<file path="src/rtl/bcd_disp_pkg.sv">
// Shared types and constants for the multiplexed BCD display scan controller.
package bcd_disp_pkg;

  typedef enum logic [1:0] {
    ST_IDLE,
    ST_BLANK,
    ST_SHOW
  } scan_state_t;

  localparam logic [6:0] SEG_BLANK = 7'h7F;
  localparam logic [3:0] BCD_MAX   = 4'd9;

endpackage

</file>
<file path="src/rtl/bcd_decoder.sv">
// BCD to active-low 7-segment decoder; segments a..g on bits [6]..[0].
// Codes above 9 decode to an all-off pattern.
module bcd_decoder
  import bcd_disp_pkg::*;
(
  input  logic [3:0] bcd,
  output logic [6:0] seg
);

  always_comb begin
    seg = SEG_BLANK;
    if (bcd <= BCD_MAX) begin
      case (bcd)
        4'd0:    seg = 7'b0000001;
        4'd1:    seg = 7'b1001111;
        4'd2:    seg = 7'b0010010;
        4'd3:    seg = 7'b0000110;
        4'd4:    seg = 7'b1001100;
        4'd5:    seg = 7'b0100100;
        4'd6:    seg = 7'b0100000;
        4'd7:    seg = 7'b0001111;
        4'd8:    seg = 7'b0000000;
        4'd9:    seg = 7'b0000100;
        default: seg = SEG_BLANK;
      endcase
    end
  end

endmodule

</file>
<file path="src/rtl/bcd_scan_ctrl.sv">
// Time-multiplexed common-anode 7-segment scan controller with a frame-synchronous
// double-buffered load port. Define BCD_SCAN_LZB_EN to enable leading-zero blanking.
module bcd_scan_ctrl
  import bcd_disp_pkg::*;
#(
  parameter int NUM_DIGITS   = 4,
  parameter int REFRESH_DIV  = 50000,
  parameter int BLANK_CYCLES = 500
) (
  input  logic                    clk,
  input  logic                    rst,
  input  logic                    enable,
  input  logic                    load_valid,
  input  logic [4*NUM_DIGITS-1:0] load_data,
  input  logic [NUM_DIGITS-1:0]   load_dp,
  output logic                    load_ready,
  output logic [NUM_DIGITS-1:0]   an_out,
  output logic [6:0]              seg_out,
  output logic                    dp_out,
  output logic                    frame_tick
);

  localparam int IDX_W  = $clog2(NUM_DIGITS);
  localparam int SLOT_W = $clog2(REFRESH_DIV);
  localparam logic [SLOT_W-1:0] SLOT_LAST  = SLOT_W'(REFRESH_DIV - 1);
  localparam logic [SLOT_W-1:0] BLANK_LAST = SLOT_W'(BLANK_CYCLES - 1);
  localparam logic [IDX_W-1:0]  IDX_LAST   = IDX_W'(NUM_DIGITS - 1);

  scan_state_t             state, state_next;
  logic [SLOT_W-1:0]       slot_cnt, slot_next;
  logic [IDX_W-1:0]        digit_idx, idx_next;
  logic                    frame_boundary, xfer, commit;
  logic [4*NUM_DIGITS-1:0] active_bcd, pend_bcd;
  logic [NUM_DIGITS-1:0]   active_dp, pend_dp;
  logic                    pend_vld;
  logic [3:0]              cur_bcd;
  logic                    cur_dp;
  logic [NUM_DIGITS-1:0]   an_sel;
  logic [6:0]              dec_seg, show_seg;

  // NOTE: sequential state uses non-blocking assignments so every register
  // samples the pre-edge values of the others, independent of block order.
  always_ff @(posedge clk or posedge rst) begin
    if (rst) begin
      state     <= ST_IDLE;
      slot_cnt  <= '0;
      digit_idx <= '0;
    end else begin
      state     <= state_next;
      slot_cnt  <= slot_next;
      digit_idx <= idx_next;
    end
  end

  // NOTE: every always_comb output gets a default first so no path infers a latch.
  always_comb begin
    state_next     = state;
    slot_next      = slot_cnt;
    idx_next       = digit_idx;
    frame_boundary = enable && (state == ST_SHOW) && (slot_cnt == SLOT_LAST)
                     && (digit_idx == IDX_LAST);
    if (!enable) begin
      state_next = ST_IDLE;
      slot_next  = '0;
      idx_next   = '0;
    end else begin
      case (state)
        ST_IDLE:  state_next = ST_BLANK;
        ST_BLANK: begin
          slot_next = slot_cnt + SLOT_W'(1);
          if (slot_cnt == BLANK_LAST) state_next = ST_SHOW;
        end
        ST_SHOW: begin
          if (slot_cnt == SLOT_LAST) begin
            slot_next  = '0;
            state_next = ST_BLANK;
            idx_next   = (digit_idx == IDX_LAST) ? '0 : digit_idx + IDX_W'(1);
          end else begin
            slot_next = slot_cnt + SLOT_W'(1);
          end
        end
        default: state_next = ST_IDLE;
      endcase
    end
  end

  // Digit mux feeding the single shared decoder.
  always_comb begin
    cur_bcd = '0;
    cur_dp  = 1'b0;
    an_sel  = '1;
    for (int i = 0; i < NUM_DIGITS; i++) begin
      if (digit_idx == IDX_W'(i)) begin
        cur_bcd   = active_bcd[4*i +: 4];
        cur_dp    = active_dp[i];
        an_sel[i] = 1'b0;
      end
    end
  end

  bcd_decoder u_decoder (
    .bcd (cur_bcd),
    .seg (dec_seg)
  );

`ifdef BCD_SCAN_LZB_EN
  logic [NUM_DIGITS-1:0] lz_blank;

  // A digit is a leading zero when it and everything above it is zero; digit 0 always shows.
  always_comb begin : lzb_comb
    logic upper_zero;
    upper_zero = 1'b1;
    lz_blank   = '0;
    for (int i = NUM_DIGITS - 1; i > 0; i--) begin
      upper_zero  = upper_zero && (active_bcd[4*i +: 4] == 4'd0);
      lz_blank[i] = upper_zero;
    end
  end

  assign show_seg = (|(lz_blank & ~an_sel)) ? SEG_BLANK : dec_seg;
`else
  assign show_seg = dec_seg;
`endif

  // Anode, segments and dp come from one register stage so they can never skew.
  always_ff @(posedge clk or posedge rst) begin
    if (rst) begin
      an_out     <= '1;
      seg_out    <= SEG_BLANK;
      dp_out     <= 1'b1;
      frame_tick <= 1'b0;
    end else begin
      frame_tick <= frame_boundary;
      if (enable && state == ST_SHOW) begin
        an_out  <= an_sel;
        seg_out <= show_seg;
        dp_out  <= ~cur_dp;
      end else begin
        an_out  <= '1;
        seg_out <= SEG_BLANK;
        dp_out  <= 1'b1;
      end
    end
  end

  assign xfer   = load_valid && load_ready;
  assign commit = pend_vld && (frame_boundary || state == ST_IDLE);

  // load_ready is kept as the registered complement of pend_vld.
  always_ff @(posedge clk or posedge rst) begin
    if (rst) begin
      active_bcd <= '0;
      active_dp  <= '0;
      pend_bcd   <= '0;
      pend_dp    <= '0;
      pend_vld   <= 1'b0;
      load_ready <= 1'b1;
    end else if (xfer) begin
      pend_bcd   <= load_data;
      pend_dp    <= load_dp;
      pend_vld   <= 1'b1;
      load_ready <= 1'b0;
    end else if (commit) begin
      active_bcd <= pend_bcd;
      active_dp  <= pend_dp;
      pend_vld   <= 1'b0;
      load_ready <= 1'b1;
    end
  end

endmodule

</file>
<file path="config.mk">
export PLATFORM = sky130hd
export DESIGN_NAME = bcd_scan_ctrl
export DESIGN_NICKNAME = d
export VERILOG_FILES = /design/src/rtl/bcd_disp_pkg.sv /design/src/rtl/bcd_decoder.sv /design/src/rtl/bcd_scan_ctrl.sv
export SDC_FILE = /design/constraint.sdc
export NUM_CORES = 1
export LEC_CHECK = 0
export CAP_MARGIN = 20
export CELL_PAD_IN_SITES_DETAIL_PLACEMENT = 0
export CELL_PAD_IN_SITES_GLOBAL_PLACEMENT = 1
export CORE_MARGIN = 3
export CORE_UTILIZATION = 41
export DETAILED_ROUTE_END_ITERATION = 6
export GPL_ROUTABILITY_DRIVEN = 1
export PLACE_DENSITY_LB_ADDON = 0.1
export SYNTH_ARGS = -nofsm -noshare
export SYNTH_HDL_FRONTEND = slang
export SYNTH_SLANG_ARGS = --single-unit
export TNS_END_PERCENT = 10
</file>
<file path="constraint.sdc">
create_clock -name clk -period 2.65 [get_ports clk]
set_input_delay 0.795 -clock clk [delete_from_list [all_inputs] [get_ports clk]]
set_output_delay 0.795 -clock clk [all_outputs]
set_load 0.005 [all_outputs]
</file>
==> results.txt, run 1 <==
----------------------------------------------------
[Drt]
  Remaining DRCs ... 0
  Number of vias in the routed layout ... 2181
  Average detailed-routed wire length per instance ... 14.0 µm
  Iteration count of the initial detailed-routing pass ... 5
  Total length of routed wires ... 6200 µm
  1st-iter DRT viols ... 62
  Post-detailed-route count of antenna-violating nets ... 0
  Per-cell via count in the routed design ... 4.91

[Run status]
  Run status ... complete, no violations

[Power]
  Reported leakage power ... 1.95 nW
  Worst-case vdd ir drop ... 0.243 mV
  Cell internal pwr ... 1.53 mW
  Total power ... 2.00 mW
  Relative contribution of the clock network to total power ... 38.0%
  Switching pwr ... 470 µW
  Switching part of the total ... 23.5%
  Comb power frac ... 4.2%
  Portion of total power attributed to sequential cells ... 57.8%
  Power density cells ... 477 nW/µm²

[CTS]
  Root buffer cell ... sky130_fd_sc_hd__clkbuf_8
  H-tree lvl count ... 3
  Largest buffer count on any clock path ... 2
  Clock latency at the later pin of the worst-skew pair ... 0.34 ns
  Clock input transition at the sequential cells of the worst setup and hold paths ... 0.08 ns
  Setup bufs post-CTS ... 0
  Number of sinks driven by the clock tree ... 75
  Post-CTS sizing ... 0
  Clock tree from TritonCTS ... yes
  Hold-fix buffers, CTS ... 0
  TritonCTS buffer count ... 9

[Worst setup path]
  Worst stage delay on the critical path ... 0.43 ns
  Worst Reg2Reg Path Length in Cells ... 8
  Cell mode on critical path ... sky130_fd_sc_hd__ha_1
  Biggest fanout along the worst timing path ... 13
  Critical path buffers and inverters ... 1
  Critical Setup Path Class ... reg2reg
  Endpoint type of the worst setup path ... flip-flop
  Signal arrival time at the worst endpoint ... 2.48 ns
  Worst R2R Setup Slack ... 0.41 ns
  Kind of cell adding the most delay to the critical path ... simple AND/OR/NAND/NOR gates
  Launching point of the worst reg2reg path ... digit_idx[0]$_DFFE_PP0P_
  Cell-by-cell trace of the critical path ... ha_1, nor2_1, o211ai_1, nand2_1, inv_1, ha_1, nor4_1, o21ai_0
  CP required ... 2.89 ns
  CP Launch Type ... flip-flop
  Worst flop-to-flop path endpoint ... seg_out[1]$_DFF_PP1_
  Highest-delay cell along the critical path ... sky130_fd_sc_hd__dfrtp_1

[Placement]
  Routability Congestion ... 0.781
  Pre-CTS worst setup slack ... 0.236 ns
  Dpl hpwl ... 4290 µm
  Cell area reported after detailed placement ... 4020 µm²
  Number of placed instances with taps included ... 428
  Port Buffer Count ... 37

[Yosys]
  Mapped cell area ... 3510 µm²
  Async SR Flop Fraction ... 100%
  Number of nets in the synthesized netlist ... 321
  Proportion of synthesized chip area in sequential cells ... 54.0%
  Share of the synthesized area in the top cell type ... 44.2%
  Synth Area in Simple Gates ... 14.7%
  Mux share of post-synthesis cell area ... 15.6%
  Area fraction in compound gates after synthesis ... 6.85%
  Adder-cell area share of the yosys netlist ... 2.85%
  Biggest area contributors in the synthesized netlist ... sky130_fd_sc_hd__dfrtp_1 44%, sky130_fd_sc_hd__dfstp_2 9.7%, sky130_fd_sc_hd__mux2_4 8.6%
  Dominant cell type by area after synthesis ... sky130_fd_sc_hd__dfrtp_1
  Seq cells post-synth ... 75
  Number of synthesized flops with an enable pin ... 0
  Synth cell types ... 50
  Commonest register cell after synthesis ... sky130_fd_sc_hd__dfrtp_1
  Dominant combinational cell family by area after synthesis ... multiplexers
  Post-synthesis average cell area ... 12.1 µm²
  Xor/xnor cell area share of the yosys netlist ... 3.50%
  Count of synthesis-stage warnings from yosys ... 0
  Gate count after technology mapping ... 289

[Cells and area]
  # diodes ... 0
  Net count, final ... 366
  Area growth syn-to-layout ... 19.5%
  Commonest non-fill, non-tap cell in the layout ... sky130_fd_sc_hd__dfrtp_1
  Post-route design area ... 4190 µm²
  Share of the core filled with cells ... 50.7%
  Top library cells by usage in the layout, fill and taps aside ... 62 x sky130_fd_sc_hd__dfrtp_1, 37 x sky130_fd_sc_hd__clkdlybuf4s50_1, 29 x sky130_fd_sc_hd__nand2_1, 21 x sky130_fd_sc_hd__nor2_1
  Fraction of final layout cells sized beyond drive strength 1 ... 24.2%
  Final standard cell count with taps included and fillers excluded ... 444

[Hold path]
  WHS Endpoint ... load_ready$_DFFE_PP1P_
  Worst min path class ... reg2reg
  Startpoint of the tightest hold check path ... load_ready$_DFFE_PP1P_
  Number of stages on the worst hold path ... 1

[Global routing]
  Wire length of the first global-routing pass ... 11000 µm
  Met3 layer usage reported by global route ... 3.11%
  Total routing resource utilization after global routing ... 14.4%
  Number of antenna violations at the first check in global routing ... 0
  Maximum number of pins on one net before global-route repair ... 76
  Met1 usage ... 19.6%
  Vias in the first global route ... 2221
  Most used routing layer in global routing ... met2
  Total gr overflow ... 0
  Global-route track usage on met2 ... 22.1%

[Timing]
  Peak clock frequency supported by timing ... 447 MHz
  Setup repair after global routing missed its margin ... no
  Post-Route Hold Slack ... 0.493 ns
  Post-route clock skew ... 0.00938 ns
  Post-route clock period utilization ... 84.4%
  Remaining max-slew budget at the tightest pin ... 67.5%
  Final-report setup violation count ... 0
  Number of hold violations in the final report ... 0
  Fin. max-slew vios ... 0
  Final worst-path setup slack ... 0.414 ns
  Worst slew pin tran ... 0.488 ns
  Post-layout minimum cycle time ... 2.24 ns
  Final TNS setup ... 0 ns

[Floorplan]
  Number of top-level pins ... 38
  Die area ... 9700 µm²
  Placeable Area ... 8260 µm²
  Number of placement rows ... 33
  Die Span Y ... 98.5 µm
  Initial Util ... 42.5%
  Horizontal die dimension ... 98.5 µm

[Flow run]
  Maximum Capacitance Violations ... 0

----------------------------------------------------
layout make-up:
cell class	count	area [µm²]
Fill cell	746	4070
Sequential cell	75	1890
Multi-Input combinational cell	195	1530
Timing Repair Buffer	44	435
Tap cell	105	131
Clock buffer	9	124
Clock inverter	7	43.8
Inverter	9	37.5
cells in the mapped netlist (3+ instances only):
cell type,number
sky130_fd_sc_hd__nand2_1,29
sky130_fd_sc_hd__and3_1,6
sky130_fd_sc_hd__mux2_4,20
sky130_fd_sc_hd__and2_1,4
sky130_fd_sc_hd__o21ai_0,9
sky130_fd_sc_hd__xnor2_1,3
sky130_fd_sc_hd__nor2b_1,4
sky130_fd_sc_hd__ha_1,8
sky130_fd_sc_hd__clkbuf_1,4
sky130_fd_sc_hd__nand3_1,7
sky130_fd_sc_hd__dfstp_2,13
sky130_fd_sc_hd__nor3_1,4
sky130_fd_sc_hd__a21oi_1,5
sky130_fd_sc_hd__mux2_2,20
sky130_fd_sc_hd__a21o_1,4
sky130_fd_sc_hd__nor2_1,21
sky130_fd_sc_hd__xor2_1,11
sky130_fd_sc_hd__nand4_1,4
sky130_fd_sc_hd__dfrtp_1,62
sky130_fd_sc_hd__inv_1,9
power by group through the flow:
stage	combinational [mW]	sequential, mW	clock, mW
global placement	0.0872	1.18	0
finish	0.0839	1.16	0.760
detailed placement	0.0878	1.18	0
floorplan	0.0364	1.18	0
global route	0.0955	1.16	0.847
CTS	0.0875	1.16	0.789
routing by layer:
metal,up-vias,part of all wire [%]
met5,-,0
met4,0,1.6
met3,7,3.4
met2,40,47
met1,1048,48
li1,1086,-
sequential cells by signal, indices dropped and copies added (netlist names):
name / cells
active_bcd: 16
pend_bcd: 16
slot_cnt: 16
seg_out: 7
active_dp: 4
an_out: 4
pend_dp: 4
digit_idx: 2
state: 2
dp_out: 1
frame_tick: 1
load_ready: 1
pend_vld: 1
how the worst max path moves through the flow:
stage                             start                         to  slack (ns)  depth (start not counted)
4_1_cts        digit_idx[0]$_DFFE_PP0P_       seg_out[1]$_DFF_PP1_        0.39                          8
2_1_floorplan  digit_idx[1]$_DFFE_PP0P_       seg_out[3]$_DFF_PP1_        0.80                          8
3_3_place_gp                     enable  active_bcd[2]$_DFFE_PP0P_        0.25                          6
3_5_place_dp                     enable  active_bcd[4]$_DFFE_PP0P_        0.24                          6
6_report       digit_idx[0]$_DFFE_PP0P_       seg_out[1]$_DFF_PP1_        0.41                          8
5_1_grt        digit_idx[0]$_DFFE_PP0P_       seg_out[1]$_DFF_PP1_        0.22                          8
cells by family after synthesis:
family	after synthesis
mux	42
simple gates	96
fa+ha+maj	8
xor+xnor	14
compound gates	35
buf+inv	19
flops	75
worst register-to-register path: cells and delay by family (launching register included):
family | cells | cell delay [ns]
fa+ha+maj | 2 | 0.60
buf+inv | 1 | 0.11
compound gates | 2 | 0.27
simple gates | 3 | 0.72
flops | 1 | 0.43
Power figures use the tool's default switching activity.
==> inputs of run 2 (changes only) <==
clock period = 2 ns   (was 2.65 ns; I/O delays follow)
==> run 2 against run 1 <==
  * Sequential share of layout area decreased by 2.2 points
  * Core utilization rose by 2.5 points
  * Worst hold slack better by 0.013 ns
  * Highest routed layer unchanged
  * Largest power group unchanged
  * Combinational power grew 47%
  * Clock skew fell by 0.0013 ns
  * Largest cell class unchanged
  * Die area stayed put
  * Non-clock buffer count up 17
  * Global-route usage increased by 0.079 points
  * Flip-flop and latch count unchanged
==> results.txt, run 2 (same netlist as run 1, synthesis figures left out) <==
----------------------------------------------------
[Global routing]
  Global-route track usage on met2 ... 21.5% (was 22.1%)
  Met1 usage ... 20.2% (was 19.6%)
  Maximum number of pins on one net before global-route repair ... 76 (unchanged)
  Wire length of the first global-routing pass ... 11200 µm (was 11000 µm)
  Met3 layer usage reported by global route ... 3.47% (was 3.11%)
  Vias in the first global route ... 2246 (was 2221)
  Most used routing layer in global routing ... met2 (unchanged)
  Total routing resource utilization after global routing ... 14.5% (was 14.4%)
  Total gr overflow ... 0 (unchanged)
  Number of antenna violations at the first check in global routing ... 0 (unchanged)

[Worst setup path]
  Cell-by-cell trace of the critical path ... clkdlybuf4s50_1 (was ha_1, nor2_1, o211ai_1, nand2_1, inv_1, ha_1, nor4_1, o21ai_0)
  Critical Setup Path Class ... reg2out (was reg2reg)
  Kind of cell adding the most delay to the critical path ... flip-flops (was simple AND/OR/NAND/NOR gates)
  Worst stage delay on the critical path ... 0.52 ns (was 0.43 ns)
  Endpoint type of the worst setup path ... primary output (was flip-flop)
  Biggest fanout along the worst timing path ... 1 (was 13)
  CP required ... 1.40 ns (was 2.89 ns)
  Signal arrival time at the worst endpoint ... 1.35 ns (was 2.48 ns)
  Highest-delay cell along the critical path ... sky130_fd_sc_hd__dfstp_2 (was sky130_fd_sc_hd__dfrtp_1)
  CP Launch Type ... flip-flop (unchanged)
  Critical path buffers and inverters ... 1 (unchanged)

[Drt]
  1st-iter DRT viols ... 71 (was 62)
  Iteration count of the initial detailed-routing pass ... 4 (was 5)
  Total length of routed wires ... 6460 µm (was 6200 µm)
  Post-detailed-route count of antenna-violating nets ... 0 (unchanged)
  Number of vias in the routed layout ... 2254 (was 2181)
  Average detailed-routed wire length per instance ... 14.0 µm (about the same)
  Per-cell via count in the routed design ... 4.89 (was 4.91)
  Remaining DRCs ... 0 (unchanged)

[Cells and area]
  Commonest non-fill, non-tap cell in the layout ... sky130_fd_sc_hd__dfrtp_1 (unchanged)
  Final standard cell count with taps included and fillers excluded ... 461 (was 444)
  Top library cells by usage in the layout, fill and taps aside ... 62 x sky130_fd_sc_hd__dfrtp_1, 32 x sky130_fd_sc_hd__clkdlybuf4s50_1, 28 x sky130_fd_sc_hd__nand2_1, 22 x sky130_fd_sc_hd__buf_4 (was 62 x sky130_fd_sc_hd__dfrtp_1, 37 x sky130_fd_sc_hd__clkdlybuf4s50_1, 29 x sky130_fd_sc_hd__nand2_1, 21 x sky130_fd_sc_hd__nor2_1)
  # diodes ... 0 (unchanged)
  Net count, final ... 383 (was 366)
  Fraction of final layout cells sized beyond drive strength 1 ... 30.9% (was 24.2%)
  Area growth syn-to-layout ... 25.5% (was 19.5%)
  Top flop regs ... active_bcd (16), pend_bcd (16), slot_cnt (16) (unchanged)

[Power]
  Worst-case vdd ir drop ... 0.297 mV (was 0.243 mV)
  Total power ... 2.79 mW (was 2.00 mW)
  Reported leakage power ... 2.07 nW (was 1.95 nW)
  Power density cells ... 634 nW/µm² (was 477 nW/µm²)

[Placement]
  Number of placed instances with taps included ... 445 (was 428)
  Dpl hpwl ... 4510 µm (was 4290 µm)
  Routability Congestion ... 0.765 (was 0.781)
  Port Buffer Count ... 37 (unchanged)

[Floorplan]
  Die area ... 9700 µm² (unchanged)
  Placeable Area ... 8260 µm² (unchanged)
  Number of top-level pins ... 38 (unchanged)
  Horizontal die dimension ... 98.5 µm (unchanged)
  Number of placement rows ... 33 (unchanged)
  Die Span Y ... 98.5 µm (unchanged)
  Initial Util ... 42.5% (unchanged)

[Timing]
  Remaining max-slew budget at the tightest pin ... 72.7% (was 67.5%)
  Worst slew pin tran ... 0.410 ns (was 0.488 ns)
  Final-report setup violation count ... 0 (unchanged)
  Post-layout minimum cycle time ... 1.95 ns
  Setup repair after global routing missed its margin ... yes (was no)
  Post-route clock period utilization ... 97.4%
  Peak clock frequency supported by timing ... 513 MHz
  Fin. max-slew vios ... 0 (unchanged)
  Number of hold violations in the final report ... 0 (unchanged)
  Post-route clock skew ... 0.00803 ns (was 0.00938 ns)

[CTS]
  Clock tree from TritonCTS ... yes (unchanged)
  Root buffer cell ... sky130_fd_sc_hd__clkbuf_8 (unchanged)
  Clock input transition at the sequential cells of the worst setup and hold paths ... 0.08 ns (about the same)
  Largest buffer count on any clock path ... 2 (unchanged)
  Clock latency at the later pin of the worst-skew pair ... 0.34 ns (about the same)
  TritonCTS buffer count ... 9 (unchanged)
  Number of sinks driven by the clock tree ... 75 (unchanged)
  Hold-fix buffers, CTS ... 0 (unchanged)
  Setup bufs post-CTS ... 0 (unchanged)
  H-tree lvl count ... 3 (unchanged)

[Hold path]
  Worst min path class ... reg2reg (unchanged)

[Flow run]
  Maximum Capacitance Violations ... 0 (unchanged)

[Run status]
  Run status ... complete, no violations (unchanged)

----------------------------------------------------
-- run 2: cell types whose count changed in the layout (fill, tap and decap cells not counted), moves of 2 or more --
cell                              previous run  this run
sky130_fd_sc_hd__clkinvlp_4                  3         1
sky130_fd_sc_hd__o21ai_1                     1         3
sky130_fd_sc_hd__ha_2                        0         3
sky130_fd_sc_hd__clkdlybuf4s50_1            37        32
sky130_fd_sc_hd__dlymetal6s2s_1              0         4
sky130_fd_sc_hd__a22o_1                      2         0
sky130_fd_sc_hd__nor2_1                     21        19
sky130_fd_sc_hd__buf_4                       6        22
sky130_fd_sc_hd__a22o_2                      0         2
sky130_fd_sc_hd__o21ai_0                     9         7
sky130_fd_sc_hd__ha_1                        8         5
-- run 2: report_power, final --
group | leakage, nW | switching, mW | internal, mW
clock | 0.103 | 0.562 | 0.574
combinational | 0.966 | 0.0571 | 0.0656
sequential | 0.999 | 0.00671 | 1.52
total | 2.07 | 0.626 | 2.16
-- run 2: metal layers --
layer  wire length (µm)  vias up
met5                  0        -
met4                 76        0
met3                195        7
met2               2990       28
met1               3190     1095
li1                   -     1124
-- run 2: area by class of cell --
| type | count | area, µm² |
|---|---|---|
| Clock inverter | 7 | 67.6 |
| Fill cell | 743 | 3860 |
| Sequential cell | 75 | 1890 |
| Multi-Input combinational cell | 195 | 1560 |
| Timing Repair Buffer | 61 | 584 |
| Clock buffer | 9 | 124 |
| Tap cell | 105 | 131 |
| Inverter | 9 | 37.5 |
-- run 2: worst paths after layout --
| path | slack, ns | to | cells after the start | start |
|---|---|---|---|---|
| hold reg to reg | 0.51 | load_ready$_DFFE_PP1P_ | 1 | load_ready$_DFFE_PP1P_ |
| hold / removal | 0.51 | load_ready$_DFFE_PP1P_ | 1 | load_ready$_DFFE_PP1P_ |
| setup / recovery | 0.05 | seg_out[6] | 1 | seg_out[6]$_DFF_PP1_ |
| max in group asynchronous | 0.94 | an_out[3]$_DFF_PP1_ | 3 | rst |
| setup reg to reg | 0.10 | seg_out[4]$_DFF_PP1_ | 8 | digit_idx[0]$_DFFE_PP0P_ |
| min in group asynchronous | 0.68 | slot_cnt[6]$_DFFE_PP0P_ | 3 | rst |
-- run 2: what timing repair did --
action | CTS | global route
gates cloned | 0 | 0
endpoints found under the setup margin | 4 | 11
gates resized for setup | 5 | 15
pin swaps | 0 | 1
-- run 2: metrics by stage --
step | hold WS (ns) | setup WS, ns | util [%] | TNS, ns | area (µm²)
after global routing | 0.523 | -0.00702 | 53.3 | -0.00702 | 4400
after detailed placement | 0.490 | -0.100 | 50.4 | -2.00 | 4160
after floorplan | 0.474 | 0.149 | - | 0 | 3510
final | 0.506 | 0.0511 | 53.3 | 0 | 4400
after CTS | 0.508 | -0.0183 | 52.9 | -0.0183 | 4370
after global placement | 0.479 | -0.0806 | 50.4 | -1.61 | 4160
==> inputs of run 3 (changes only) <==
SYNTH_HIERARCHICAL = 1   (was default)
==> run 3 against run 2 <==
  * The flow now finishes with violations (negative setup slack)
  * Total power grew 92%
  * Critical path depth is 12 higher
  * Routed wire length is 39% higher
  * Largest power group unchanged
==> results.txt, run 3 <==
----------------------------------------------------
[Run status]
  Run status ... complete, but fails checks (was complete, no violations)
  Violations in the final reports ... negative setup slack

[Cells and area]
  Top library cells by usage in the layout, fill and taps aside ... 62 x sky130_fd_sc_hd__dfrtp_1, 47 x sky130_fd_sc_hd__nand2_1, 45 x sky130_fd_sc_hd__buf_4, 36 x sky130_fd_sc_hd__clkdlybuf4s50_1, 28 x sky130_fd_sc_hd__inv_1 (was 62 x sky130_fd_sc_hd__dfrtp_1, 32 x sky130_fd_sc_hd__clkdlybuf4s50_1, 28 x sky130_fd_sc_hd__nand2_1, 22 x sky130_fd_sc_hd__buf_4)
  Net count, final ... 482 (was 383)
  Fillers ... 815 (was 743)
  # diodes ... 0 (unchanged)
  Multi-input combinational cell area ... 1990 µm² (was 1560 µm²)
  Share of the core filled with cells ... 56.9% (was 53.3%)
  Top flop regs ... active_bcd (16), pend_bcd (16), slot_cnt (16) (unchanged)
  Seq. cell area ... 1890 µm² (unchanged)
  Commonest non-fill, non-tap cell in the layout ... sky130_fd_sc_hd__dfrtp_1 (unchanged)
  Fraction of final layout cells sized beyond drive strength 1 ... 35.3% (was 30.9%)
  Area growth syn-to-layout ... 34.2% (was 25.5%)

[CTS]
  Root buffer cell ... sky130_fd_sc_hd__clkbuf_8 (unchanged)
  Hold-fix buffers, CTS ... 0 (unchanged)
  Largest buffer count on any clock path ... 2 (unchanged)
  Clock tree from TritonCTS ... yes (unchanged)
  Number of sinks driven by the clock tree ... 75 (unchanged)
  TritonCTS buffer count ... 9 (unchanged)
  Clock latency at the later pin of the worst-skew pair ... 0.35 ns (was 0.34 ns)
  Clock input transition at the sequential cells of the worst setup and hold paths ... 0.08 ns (about the same)
  H-tree lvl count ... 3 (unchanged)

[Yosys]
  Async SR Flop Fraction ... 100% (unchanged)
  Mapped cell area ... 3920 µm² (was 3510 µm²)
  Commonest register cell after synthesis ... sky130_fd_sc_hd__dfrtp_1 (unchanged)
  Number of synthesized flops with an enable pin ... 0 (unchanged)
  Number of nets in the synthesized netlist ... 403 (was 321)
  Count of synthesis-stage warnings from yosys ... 6 (was 0)
  Dominant cell type by area after synthesis ... sky130_fd_sc_hd__dfrtp_1 (unchanged)
  Seq cells post-synth ... 75 (unchanged)
  Gate count after technology mapping ... 369 (was 289)
  List of most frequent post-synthesis cells ... 62 x sky130_fd_sc_hd__dfrtp_1, 48 x sky130_fd_sc_hd__nand2_1, 33 x sky130_fd_sc_hd__inv_1, 21 x sky130_fd_sc_hd__mux2_2, 19 x sky130_fd_sc_hd__o32ai_2 (was 62 x sky130_fd_sc_hd__dfrtp_1, 29 x sky130_fd_sc_hd__nand2_1, 21 x sky130_fd_sc_hd__nor2_1, 20 x sky130_fd_sc_hd__mux2_2, 20 x sky130_fd_sc_hd__mux2_4)
  Post-synthesis average cell area ... 10.6 µm² (was 12.1 µm²)
  Biggest area contributors in the synthesized netlist ... sky130_fd_sc_hd__dfrtp_1 40%, sky130_fd_sc_hd__dfstp_2 8.7%, sky130_fd_sc_hd__o32ai_2 7.9% (was sky130_fd_sc_hd__dfrtp_1 44%, sky130_fd_sc_hd__dfstp_2 9.7%, sky130_fd_sc_hd__mux2_4 8.6%)
  Share of the synthesized area in the top cell type ... 39.6% (was 44.2%)
  Proportion of synthesized chip area in sequential cells ... 48.3% (was 54.0%)
  Most numerous cell in the Yosys netlist ... sky130_fd_sc_hd__dfrtp_1 (unchanged)
  Synth cell types ... 50 (unchanged)

[Floorplan]
  Number of placement rows ... 35 (was 33)
  Horizontal die dimension ... 104 µm (was 98.5 µm)
  Die Span Y ... 104 µm (was 98.5 µm)
  Die area ... 10800 µm² (was 9700 µm²)
  Placeable Area ... 9240 µm² (was 8260 µm²)
  Number of top-level pins ... 38 (unchanged)
  Initial Util ... 42.4% (was 42.5%)

[Power]
  Switching pwr ... 1.67 mW (was 626 µW)
  Switching part of the total ... 31.1% (was 22.4%)
  Reported leakage power ... 2.20 nW (was 2.07 nW)
  Portion of total power attributed to sequential cells ... 40.2% (was 54.9%)
  Total power ... 5.36 mW (was 2.79 mW)
  Relative contribution of the clock network to total power ... 26.4% (was 40.7%)
  Power density cells ... 1020 nW/µm² (was 634 nW/µm²)
  Cell internal pwr ... 3.69 mW (was 2.16 mW)
  Comb power frac ... 33.5% (was 4.4%)
  Worst-case vdd ir drop ... 0.390 mV (was 0.297 mV)

[Flow run]
  Maximum Capacitance Violations ... 0 (unchanged)

[Timing]
  Post-layout minimum cycle time ... 2.11 ns (was 1.95 ns)
  Peak clock frequency supported by timing ... 475 MHz (was 513 MHz)
  Remaining max-slew budget at the tightest pin ... 54.0% (was 72.7%)
  Final worst-path setup slack ... -0.107 ns (was 0.0511 ns)
  Final-report setup violation count ... 7 (was 0)
  Post-Route Hold Slack ... 0.509 ns (was 0.506 ns)
  Post-route clock period utilization ... 105% (was 97.4%)
  Final TNS setup ... -0.665 ns (was 0 ns)
  Fin. max-slew vios ... 0 (unchanged)
  Number of hold violations in the final report ... 0 (unchanged)
  Post-route clock skew ... 0.0115 ns (was 0.00803 ns)
  Setup repair after global routing missed its margin ... yes (unchanged)
  Worst slew pin tran ... 0.685 ns (was 0.410 ns)

[Drt]
  Remaining DRCs ... 0 (unchanged)
  Number of vias in the routed layout ... 2978 (was 2254)
  Post-detailed-route count of antenna-violating nets ... 0 (unchanged)
  Total length of routed wires ... 8980 µm (was 6460 µm)
  Iteration count of the initial detailed-routing pass ... 4 (unchanged)
  Per-cell via count in the routed design ... 5.12 (was 4.89)
  Average detailed-routed wire length per instance ... 15.4 µm (was 14.0 µm)
  1st-iter DRT viols ... 98 (was 71)

[Worst setup path]
  Signal arrival time at the worst endpoint ... 2.40 ns (was 1.35 ns)
  Biggest fanout along the worst timing path ... 4 (was 1)
  CP Launch Type ... flip-flop (unchanged)
  Launching point of the worst reg2reg path ... digit_idx[0]$_DFFE_PP0P_ (unchanged)
  Endpoint type of the worst setup path ... flip-flop (was primary output)
  Worst flop-to-flop path endpoint ... seg_out[2]$_DFF_PP1_ (was seg_out[4]$_DFF_PP1_)
  Critical Setup Path Class ... reg2reg (was reg2out)
  Worst Reg2Reg Path Length in Cells ... 13 (was 8)
  Worst R2R Setup Slack ... -0.11 ns (was 0.10 ns)
  CP required ... 2.29 ns (was 1.40 ns)

[Global routing]
  Vias in the first global route ... 3035 (was 2246)
  Maximum number of pins on one net before global-route repair ... 76 (unchanged)
  Wire length of the first global-routing pass ... 15200 µm (was 11200 µm)
  Met3 layer usage reported by global route ... 2.87% (was 3.47%)
  Number of antenna violations at the first check in global routing ... 0 (unchanged)
  Met1 usage ... 22.7% (was 20.2%)
  Total gr overflow ... 0 (unchanged)
  Global-route track usage on met2 ... 28.9% (was 21.5%)
  Total routing resource utilization after global routing ... 17.4% (was 14.5%)
  Most used routing layer in global routing ... met2 (unchanged)

[Placement]
  Port Buffer Count ... 37 (unchanged)
  Dpl hpwl ... 5900 µm (was 4510 µm)
  Routability Congestion ... 0.799 (was 0.765)

[Hold path]
  WHS Endpoint ... pend_bcd[7]$_DFFE_PP0P_ (was load_ready$_DFFE_PP1P_)
  Worst min path class ... reg2reg (unchanged)
  Number of stages on the worst hold path ... 1 (unchanged)
  Startpoint of the tightest hold check path ... pend_bcd[7]$_DFFE_PP0P_ (was load_ready$_DFFE_PP1P_)

----------------------------------------------------
==> run 3: critical path, stage by stage, from the launching register on <==
cell and delay [ns]:
sky130_fd_sc_hd__dfrtp_1 0.43, sky130_fd_sc_hd__inv_2 0.12, sky130_fd_sc_hd__ha_4 0.14, sky130_fd_sc_hd__nor2b_4 0.19, sky130_fd_sc_hd__a221oi_2 0.08, sky130_fd_sc_hd__o31ai_1 0.21, sky130_fd_sc_hd__buf_4 0.20, sky130_fd_sc_hd__inv_4 0.05
sky130_fd_sc_hd__buf_6 0.12, sky130_fd_sc_hd__ha_4 0.15, sky130_fd_sc_hd__nand2_2 0.07, sky130_fd_sc_hd__o21ai_2 0.06, sky130_fd_sc_hd__o21ai_1 0.13, sky130_fd_sc_hd__nand2b_4 0.13
==> run 3: cell type report <==
class | count | area share (%)
multi-input combinational | 240 | 37.9
sequential | 75 | 36.0
timing repair buffer | 89 | 15.8
clock buffer | 13 | 3.41
tap | 129 | 3.07
inverter | 33 | 2.48
clock inverter | 3 | 1.29
==> run 3: per-layer routing <==
metal	vias to the layer above	wire (µm)
met2	36	4470
met1	1475	4130
li1	1454	-
met3	13	227
met5	-	0
met4	0	151
==> run 3: cell families (layout without fill, tap and decap cells) <==
logic type,Yosys count,after routing,share of synthesized area [%]
muxes,24,24,6.81
DFF,75,75,48.3
xor gates and xnor gates,9,9,2.01
adders and majority gates,10,10,3.19
AOI/OAI and AO/OA,74,75,17.3
buffers and inverters,55,138,6.23
and+or+nand+nor,122,122,16.1
==> run 3: power by group through the flow <==
stage / clock network [mW] / logic [mW] / registers, mW
floorplan: 0 / 1.11 / 2.09
finish: 1.41 / 1.79 / 2.15
global placement: 0 / 1.42 / 2.17
detailed placement: 0 / 1.44 / 2.18
global route: 1.51 / 1.98 / 2.21
CTS: 1.44 / 1.72 / 2.15
==> run 3: how the worst max path moves through the flow <==
stage | start | end | slack [ns] | cells past startpoint
5_1_grt | digit_idx[0]$_DFFE_PP0P_ | seg_out[0]$_DFF_PP1_ | -0.23 | 12
6_report | digit_idx[0]$_DFFE_PP0P_ | seg_out[2]$_DFF_PP1_ | -0.11 | 13
2_1_floorplan | digit_idx[1]$_DFFE_PP0P_ | seg_out[4]$_DFF_PP1_ | -0.48 | 11
3_3_place_gp | enable | active_bcd[12]$_DFFE_PP0P_ | -0.21 | 5
4_1_cts | digit_idx[0]$_DFFE_PP0P_ | seg_out[6]$_DFF_PP1_ | -0.08 | 12
3_5_place_dp | digit_idx[0]$_DFFE_PP0P_ | seg_out[6]$_DFF_PP1_ | -0.28 | 12
==> run 3: per-stage QoR <==
stage	instance area (µm²)	instances	setup slack (ns)
floorplan	3920	369	-0.481
global placement	4720	558	-0.214
detailed placement	4720	558	-0.284
CTS	5190	581	-0.0759
global route	5250	582	-0.226
finish	5250	582	-0.107
==> run 3: what timing repair did <==
item | in CTS | in global routing
resized for setup | 35 | 9
setup endpoints to repair | 41 | 39
setup buffers | 6 | 1
endpoints found under the hold margin | 0 | 0
cloned | 1 | 0
pin swaps | 14 | 5
